[config.mk]
export PLATFORM = sky130hd
export DESIGN_NAME = mem_stage_sram_ctrl
export DESIGN_NICKNAME = d
export VERILOG_FILES = /design/src/rtl/mem_stage_sram_ctrl.sv
export SDC_FILE = /design/constraint.sdc
export NUM_CORES = 1
export LEC_CHECK = 0
export ABC_AREA = 1
export CAP_MARGIN = 30
export CORE_ASPECT_RATIO = 1.4
export CORE_UTILIZATION = 40
export DETAILED_ROUTE_END_ITERATION = 16
export PLACE_DENSITY = 0.7
export SLEW_MARGIN = 20
export SYNTH_ARGS = -nofsm -noshare
export SYNTH_HDL_FRONTEND = slang
export SYNTH_SLANG_ARGS = --single-unit
[constraint.sdc]
create_clock -name clk -period 4.2 [get_ports clk]
set_clock_uncertainty 0.05 [all_clocks]
set_input_delay 1.05 -clock clk [delete_from_list [all_inputs] [get_ports clk]]
set_output_delay 1.05 -clock clk [all_outputs]
set_load 0.05 [all_outputs]
[src/rtl/mem_stage_sram_ctrl.sv]
// mem_stage_sram_ctrl
//   MEM-stage controller that serves 32-bit loads/stores from the execute stage
//   through a 16-bit external SRAM. Each access is two halfword phases, low
//   half first, and each phase lasts WAIT_CYCLES cycles. The pipeline is frozen
//   with ready=0 while an access is in flight.
// Ports
//   clk, rst        clock, synchronous active-low reset
//   MEM_R_en/W_EN   load/store request (a store wins if both are set)
//   ALU_Res         byte address; BASE_ADDR maps to SRAM word 0
//   Val_Rm          store data
//   mem_rdata       last completed load result
//   ready           0 = freeze the pipeline
//   SRAM_*          external halfword SRAM interface (active-low strobes)
module mem_stage_sram_ctrl #(
    parameter int unsigned BASE_ADDR   = 1024,
    parameter int unsigned SRAM_AW     = 18,
    parameter int unsigned WAIT_CYCLES = 2
) (
    input  logic               clk,
    input  logic               rst,
    input  logic               MEM_R_en,
    input  logic               MEM_W_EN,
    input  logic [31:0]        ALU_Res,
    input  logic [31:0]        Val_Rm,
    output logic [31:0]        mem_rdata,
    output logic               ready,
    output logic [SRAM_AW-1:0] SRAM_ADDR,
    output logic [15:0]        SRAM_WDATA,
    input  logic [15:0]        SRAM_RDATA,
    output logic               SRAM_WE_N,
    output logic               SRAM_OE_N
);
    localparam int unsigned CW = (WAIT_CYCLES > 1) ? $clog2(WAIT_CYCLES) : 1;
    localparam logic [CW-1:0] CNT_LAST = CW'(WAIT_CYCLES - 1);

    typedef enum logic [1:0] {IDLE, LOW, HIGH, DONE} state_t;

    state_t             state_q;
    logic [CW-1:0]      cnt_q;
    logic [SRAM_AW-2:0] word_q;
    logic [31:0]        data_q;
    logic               wr_q;
    logic [31:0]        rbuf_q;
    logic               we_n_q;
    logic               oe_n_q;

    logic               req;
    logic               last;
    logic [31:0]        offs;
    logic [SRAM_AW-2:0] word_in;
    logic               unused_offs;

    assign req     = MEM_R_en | MEM_W_EN;
    assign last    = (cnt_q == CNT_LAST);
    // Offset wraps mod 2^32; only the word bits that fit the SRAM are kept.
    assign offs    = ALU_Res - 32'(BASE_ADDR);
    assign word_in = offs[SRAM_AW:2];
    assign unused_offs = ^{offs[31:SRAM_AW+1], offs[1:0]};

    // ready drops combinationally on a new request so the pipeline freezes
    // in the same cycle; during reset it only reflects the request.
    assign ready = ((state_q == IDLE || !rst) && !req) || (state_q == DONE);

    // Strobes are forced off by reset immediately, so the halfword in flight
    // when reset arrives is never written at the reset edge.
    assign SRAM_WE_N = we_n_q | ~rst;
    assign SRAM_OE_N = oe_n_q | ~rst;

    always_ff @(posedge clk) begin
        if (!rst) begin
            state_q    <= IDLE;
            cnt_q      <= '0;
            word_q     <= '0;
            data_q     <= '0;
            wr_q       <= 1'b0;
            rbuf_q     <= '0;
            mem_rdata  <= '0;
            we_n_q     <= 1'b1;
            oe_n_q     <= 1'b1;
            SRAM_ADDR  <= '0;
            SRAM_WDATA <= '0;
        end else begin
            case (state_q)
                IDLE: begin
                    if (req) begin
                        word_q    <= word_in;
                        data_q    <= Val_Rm;
                        wr_q      <= MEM_W_EN;
                        cnt_q     <= '0;
                        state_q   <= LOW;
                        SRAM_ADDR <= {word_in, 1'b0};
                        if (MEM_W_EN) begin
                            SRAM_WDATA <= Val_Rm[15:0];
                            we_n_q     <= 1'b0;
                        end else begin
                            oe_n_q     <= 1'b0;
                        end
                    end
                end
                LOW: begin
                    if (last) begin
                        if (!wr_q) rbuf_q[15:0] <= SRAM_RDATA;
                        cnt_q      <= '0;
                        state_q    <= HIGH;
                        SRAM_ADDR  <= {word_q, 1'b1};
                        SRAM_WDATA <= wr_q ? data_q[31:16] : 16'h0;
                    end else begin
                        cnt_q <= cnt_q + 1'b1;
                    end
                end
                HIGH: begin
                    if (last) begin
                        // mem_rdata takes the full word on entry to DONE.
                        if (!wr_q) begin
                            rbuf_q[31:16] <= SRAM_RDATA;
                            mem_rdata     <= {SRAM_RDATA, rbuf_q[15:0]};
                        end
                        cnt_q      <= '0;
                        state_q    <= DONE;
                        we_n_q     <= 1'b1;
                        oe_n_q     <= 1'b1;
                        SRAM_ADDR  <= '0;
                        SRAM_WDATA <= '0;
                    end else begin
                        cnt_q <= cnt_q + 1'b1;
                    end
                end
                default: begin
                    state_q <= IDLE;
                end
            endcase
        end
    end
endmodule
# After elaboration in Yosys (flattened, before gate mapping)
# Cells that the tools add are included.
# op_classes
n_mul	0
mux	24
magnitude_cmp	0
bitwise	5
n_reduce_logical	19
addsub	2
div_mod_pow	0
n_shift	0
eq_ne	8
# op_table
cell	n
16-bit 2-to-1 mux	5
18-bit 2-to-1 mux	3
18-bit case mux with 3 select lines	1
16-bit case mux with 3 select lines	1
19-bit by 11-bit subtractor with 19-bit output (second input constant)	1
4-bit AND reduction	3
2-bit != test (second input constant)	5
3-bit AND reduction	3
1-bit 2-to-1 mux	7
2-bit 2-to-1 mux	3
1-bit case mux with 2 select lines	3
2-bit case mux with 3 select lines	1
5-bit AND reduction	1
2-bit == test (second input constant)	2
2-bit AND reduction	2
2-bit nonzero test	2
1-bit bitwise OR	3
3-bit nonzero test	1
2-bit by 1-bit == test with 1-bit output (second input constant)	1
1-bit zero test	2
2-bit zero test	1
1-bit logical OR	2
1-bit NOT	2
2-bit OR reduction	1
2 further kinds	2
# totals
latch_bits	0
word_cells	69
memories	0
romBits	0
ramBits	0
regBits	137

# Logic depth before layout (Yosys ltp)
# Gate-level depths: netlist (run 1).
# logic_depth
depth_word	4
mapped_depth	9
ltp_nobuf	9

# Worst setup path after synthesis (run 1)
# Ideal clock, no wire load.
# synth_timing
path_type	input to output
start	input port rst
end	output port ready
required_ns	3.100
path_stages	4
slack_ns	1.309
arrival_time_ns	1.791
path_cell_list	inv_1 > clkbuf_1 > o21ai_0 > nand2_1
# synth_between
elab_chain_len	4
# synth_lines
element	line	text
from (decl)	20	input logic rst,
1-bit zero test	-	
1-bit logical OR	62	assign ready = ((state_q == IDLE || !rst) && !req) || (state_q == DONE);
1-bit logical AND	62	
1-bit logical OR	62	
to (decl)	26	output logic ready,
# Every way passes these cells.

# Final worst setup path (run 1)
# layout_timing
start	input port MEM_W_EN
end	output port ready
# layout_between
elab_chain_len	4
# layout_lines
element	line	text
from (decl)	22	input logic MEM_W_EN,
1-bit bitwise OR	53	assign req = MEM_R_en | MEM_W_EN;
1-bit zero test	62	
1-bit logical AND	62	
1-bit logical OR	62	
# Every way passes these cells.

==> results of run 1 <==
-- worst max-delay path: stages --
cell and delay [ns]:
clkdlybuf4s50_1 0.52, nor2_2 0.27, o21ai_0 0.12, nand2_1 0.14, buf_12 0.15
-- power breakdown --
group | total [W] | switching [W] | internal, W
sequential | 0.00166 | 0.000180 | 0.00148
combinational | 0.00259 | 0.00176 | 0.000837
clock | 0.00152 | 0.000524 | 0.000996
-- how the worst max path moves through the flow --
stage,start,endpoint,slack [ns],cells after the start
3_5_place_dp,MEM_W_EN,ready,0.86,5
5_1_grt,MEM_W_EN,ready,0.80,5
6_report,MEM_W_EN,ready,0.85,5
4_1_cts,MEM_W_EN,ready,0.84,5
3_3_place_gp,MEM_W_EN,ready,0.86,5
2_1_floorplan,rst,ready,1.31,4
-- cell type report --
type	count	area [um^2]
Clock buffer	18	429
Clock inverter	14	200
Fill cell	1098	5220
Inverter	83	314
Multi-Input combinational cell	434	2090
Sequential cell	121	2420
Tap cell	150	188
Timing Repair Buffer	143	1450
-- kinds of logic after synthesis --
family,count (synthesis),synth area share
compound gates,221,0.227
buf+inv,124,0.104
xor+xnor,3,0.00521
flops,121,0.480
simple gates,204,0.168
fa+ha+maj,6,0.0149
-- per-stage QoR --
step | instance area (um^2) | util | hold slack [ns]
final | 7100 | 0.576 | 0.392
after global placement | 6420 | 0.521 | 0.380
after floorplan | 5040 | - | 0.370
after global routing | 7100 | 0.576 | 0.405
after detailed placement | 6440 | 0.523 | 0.386
after CTS | 7070 | 0.574 | 0.394
-- cells in the final DEF, fill, tap and decap left out, types with 8 or more instances in the layout --
cell | Yosys | final
clkdlybuf4s50_1 | 0 | 133
nand2_1 | 85 | 85
o21ai_0 | 128 | 128
clkbuf_16 | 0 | 17
inv_1 | 79 | 79
nor2_1 | 98 | 98
dfxtp_1 | 121 | 121
nand3_1 | 8 | 8
a21oi_1 | 76 | 76
-- state kept, by name, indices dropped and copies added, names as in the netlist --
register / cells
cnt_q: 1
data_q: 16
rbuf_q: 16
state_q: 2
mem_rdata: 32
word_q: 17
SRAM_WDATA: 16
we_n_q: 1
oe_n_q: 1
SRAM_ADDR: 18
wr_q: 1
-- per-layer routing --
metal  part of all wire  up-vias  routed length (um)  track usage
li1                   -     2433                   -            -
met1               0.40     2090                5140        0.210
met2               0.52      161                6580        0.349
met3              0.067       13                 857       0.0611
met4              0.012        0                 147       0.0862
met5                  0        -                   0            0
==> impl_metrics.tcl, run 1 <==
set metrics [dict create \
    status "complete, no violations" \
    gr-total-overflow 0 \
    syn2layout_area_growth_pct 40.7 \
    instances_no_fill 963 \
    placedCellCount 930 \
    timing.rr.end "SRAM_ADDR[6]" \
    post_cts_buffers 0 \
    rr_startpoint "state_q[0]" \
    cap_violations 0 \
    dp_hpwl_mm 8.72 \
    cts_buffer_depth 2 \
    hold_viol_final 0 \
    final.min_clock_period_ns 3.35 \
    finalCritPeriodShare 0.798 \
    syn_inst 679 \
    slew_viol_final 0 \
    ys_seq_area_frac 0.480 \
    wirelength_mm 12.7 \
    path_clk_slew_ns 0.05 \
    vias 4697 \
    relSlewSlack 0.432 \
    min_from "rbuf_q[9]" \
    place_congestion 0.795 \
    wl_per_cell_um 13.2 \
    ctsHoldBuffers 0 \
    cts_tree "done" \
    cp-start-kind "primary input" \
    cts_made_buffers 17 \
    io_buffers 137 \
    design.portCount 153 \
    crit_type "primary input to output pin" \
    antenna_found_initial 0 \
    synth_seq_cells 121 \
    netlist_area_mm2 0.00504 \
    drtPass1Iterations 5 \
    dieArea_mm2 0.0131 \
    fin_tns_setup_ns 0 \
    coreArea_mm2 0.0123 \
    setup_viol 0 \
    synthArstFlopShare 0 \
    hp-class "flip-flop to flip-flop" \
    insertion_delay_ns 0.41 \
    row_count 48 \
    synth_area_leader_cell "dfxtp_1" \
    worst_slew_pin_slew_ns 0.851 \
    crit_path_max_fanout 4 \
    required_ns 3.10 \
    final.setup.worst_slack_ns 0.847 \
    drt_iter0_markers 223 \
    grt_pass1_vias 4491 \
    yosysWarnings 0 \
    p_leak_nw 2.81 \
    peakVddDrop_v 0.000468 \
    rsz0062_at_grt "false" \
    cts_resized 0 \
    crit_arrival_ns 2.25 \
    rrSetupSlack_ns 1.73 \
    synth_top_area_share 0.480 \
    ys_top_cells_by_count "o21ai_0, dfxtp_1, nor2_1" \
    power_density_mw_per_mm2 814 \
    die-width_um 96.9 \
    holdPathStages 2 \
    die_y_um 135 \
    start_util 0.410 \
    clock_sinks 121 \
    crit_path_end_kind "output pin" \
    fmaxAchievable_ghz 0.298 \
    grt_pass1_wl_mm 20.5 \
    ctsRootBufferMaster "clkbuf_16" \
    synth_edf_count 0 \
    power_w 0.00578 \
    synth_fp_nets 769 \
    synthTopCellsByArea "dfxtp_1, o21ai_0, a21oi_1" \
    antenna_cells 0 \
    fin_nets 890 \
    track_usage 0.195 \
    dp_slack_ns 0.860 \
    min_to "rbuf_q[9]" \
    viasPerCell 4.88 \
    h-tree-depth 4 \
    drive_above_1_share 0.0763 \
    synth_most_common_cell "o21ai_0" \
    synth_flop_cell "dfxtp_1" \
    yosys.cell_types.count 34 \
    grt_max_degree 105 \
    avgSynthCellArea_um2 7.43 \
    drc_errors 0 \
    drtAntennaViolNets 0 \
    ff2ff_path_depth 7 \
]
Note: power is estimated with default switching activity, not from simulation.
==> inputs of run 2 (changes only) <==
--- a/config.mk
+++ b/config.mk
@@ -10,7 +10,7 @@
 export CORE_ASPECT_RATIO = 1.4
 export CORE_UTILIZATION = 40
 export DETAILED_ROUTE_END_ITERATION = 16
-export PLACE_DENSITY = 0.7
+export PLACE_DENSITY = 0.73
 export SLEW_MARGIN = 20
 export SYNTH_ARGS = -nofsm -noshare
 export SYNTH_HDL_FRONTEND = slang
==> constraint.sdc (replaced) <==
create_clock -name clk -period 2.9 [get_ports clk]
set_clock_uncertainty 0.05 [all_clocks]
set_input_delay 0.725 -clock clk [delete_from_list [all_inputs] [get_ports clk]]
set_output_delay 0.725 -clock clk [all_outputs]
set_load 0.05 [all_outputs]
==> run 2 against run 1 <==
Against the previous run:
- worst hold slack got worse by 0.0021 ns
- combinational power up 44%
- register-to-register slack got worse by 0.87 ns
- non-clock buffer count up 4
- setup slack worse by 0.58 ns
- sequential power up 44%
- via count down 1.0%
- first-iteration DRC count shrank 6.7%
- clock-buffer cell count increased by 1
- clock power increased by 37%
==> impl_metrics.tcl, run 2 (synthesis gave the netlist of run 1 again) <==
set metrics [dict create \
    wirelength_mm 12.6 \
    cts_resized 0 \
    dieArea_mm2 0.0131 \
    fin_tns_setup_ns 0 \
    row_count 48 \
    wl_per_cell_um 13.0 \
    netSwitchingFraction 0.433 \
    fmaxAchievable_ghz 0.380 \
    status "complete, no violations" \
    slew_viol_final 0 \
    vias 4650 \
    min_from "rbuf_q[8]" \
    layout_commonest_cell "clkdlybuf4s50_1" \
    viasPerCell 4.81 \
    final.min_clock_period_ns 2.63 \
    final_util 0.575 \
    peakVddDrop_v 0.000799 \
    timing.rr.end "rbuf_q[10]" \
    p_switching_w 0.00355 \
    relSlewSlack 0.432 \
    ctsHoldBuffers 0 \
    top_register "mem_rdata" \
    post_cts_buffers 0 \
    cts_tree "done" \
    cts_made_buffers 17 \
    rrSetupSlack_ns 0.86 \
    clock_sinks 121 \
    drive_above_1_share 0.0820 \
    grt_max_degree 105 \
    hold_viol_final 0 \
    cp-start-kind "primary input" \
    rsz0062_at_grt "false" \
    die-width_um 96.9 \
    insertion_delay_ns 0.40 \
    gr-total-overflow 0 \
    cap_violations 0 \
    intPower_w 0.00466 \
    design.portCount 153 \
    track_usage 0.199 \
    antenna_cells 0 \
    io_buffers 137 \
    ff2ff_path_depth 6 \
    path_clk_slew_ns 0.05 \
    crit_type "primary input to output pin" \
    placedCellCount 935 \
    hp-class "flip-flop to flip-flop" \
    drt_iter0_markers 208 \
    crit_path_end_kind "output pin" \
    min_to "rbuf_q[8]" \
    seqPwrFrac 0.291 \
    grt_pass1_wl_mm 20.8 \
    drtAntennaViolNets 0 \
    worst_slew_pin_slew_ns 0.852 \
    required_ns 2.12 \
    p_leak_nw 2.81 \
    syn2layout_area_growth_pct 40.3 \
    setup_viol 0 \
    top_regs "mem_rdata: 32 flops, SRAM_ADDR: 18 flops, word_q: 17 flops" \
    ctsRootBufferMaster "clkbuf_16" \
    power_density_mw_per_mm2 1160 \
    hold_slack_ns 0.390 \
    holdPathStages 2 \
    place_congestion 0.832 \
    final_cell_mix "clkdlybuf4s50_1, o21ai_0, dfxtp_1, nor2_1, nand2_1" \
    instances_no_fill 967 \
    dp_hpwl_mm 8.41 \
    rr_startpoint "state_q[1]" \
    drc_errors 0 \
    crit_path_max_fanout 4 \
    cts_buffer_depth 2 \
    h-tree-depth 4 \
    pwr-share-comb 0.455 \
    drtPass1Iterations 4 \
    antenna_found_initial 0 \
    die_y_um 135 \
    finalCritPeriodShare 0.908 \
    grt_pass1_vias 4364 \
    fin_nets 894 \
    crit_arrival_ns 1.86 \
    coreArea_mm2 0.0123 \
    p_clk_frac 0.254 \
    largest_reg_flops 32 \
    start_util 0.410 \
]
## run 2: cell count changes in the layout (fill, tap and decap cells not counted), sizes merged
cell    change
clkbuf      +1
buf         +4
bufinv      -2
inv         +1
## run 2: final cells by class
class                   count  area, um^2
well taps                 150         188
repair buffers            147        1460
clock inverters            13         145
inverters                  83         314
multi-input cells         434        2090
clock buffers              19         453
fillers                  1109        5240
flip-flops and latches    121        2420
## run 2: power groups by stage
| stage | Combinational [W] | Clock [W] | Sequential [W] |
|---|---|---|---|
| floorplan | 0.00190 | 0 | 0.00326 |
| global placement | 0.00372 | 0 | 0.00241 |
| detailed placement | 0.00375 | 0 | 0.00241 |
| CTS | 0.00377 | 0.00213 | 0.00239 |
| global route | 0.00409 | 0.00220 | 0.00244 |
| finish | 0.00373 | 0.00209 | 0.00239 |
## run 2: worst max-delay path by stage
stage | start | endpoint | slack, ns | cells after the start
after floorplan | rst | ready | 0.66 | 4
after global placement | MEM_W_EN | ready | 0.27 | 5
after detailed placement | MEM_W_EN | ready | 0.26 | 5
after CTS | MEM_W_EN | ready | 0.26 | 5
after global routing | MEM_W_EN | ready | 0.17 | 5
final | MEM_W_EN | ready | 0.27 | 5
## run 2: stage by stage
stage | total power, W | instance area [um^2] | setup slack [ns]
finish | 0.00821 | 7070 | 0.268
global route | 0.00874 | 7070 | 0.168
CTS | 0.00829 | 7070 | 0.259
detailed placement | 0.00617 | 6480 | 0.260
global placement | 0.00613 | 6480 | 0.267
floorplan | 0.00516 | 5040 | 0.659
## run 2: routing by layer
metal  up-vias  track usage  wire length [um]  part of all wire
met5         -            0                 0                 0
met4         0       0.0871               214             0.017
met3        17       0.0657               750             0.059
met2       136        0.344              6460              0.51
met1      2062        0.224              5190              0.41
li1       2435            -                 -                 -
## run 2: worst max-delay path: stages
cell,delay [ns]
clkdlybuf4s50_1,0.49
nor2_2,0.25
o21ai_0,0.12
nand2_1,0.12
buf_12,0.15
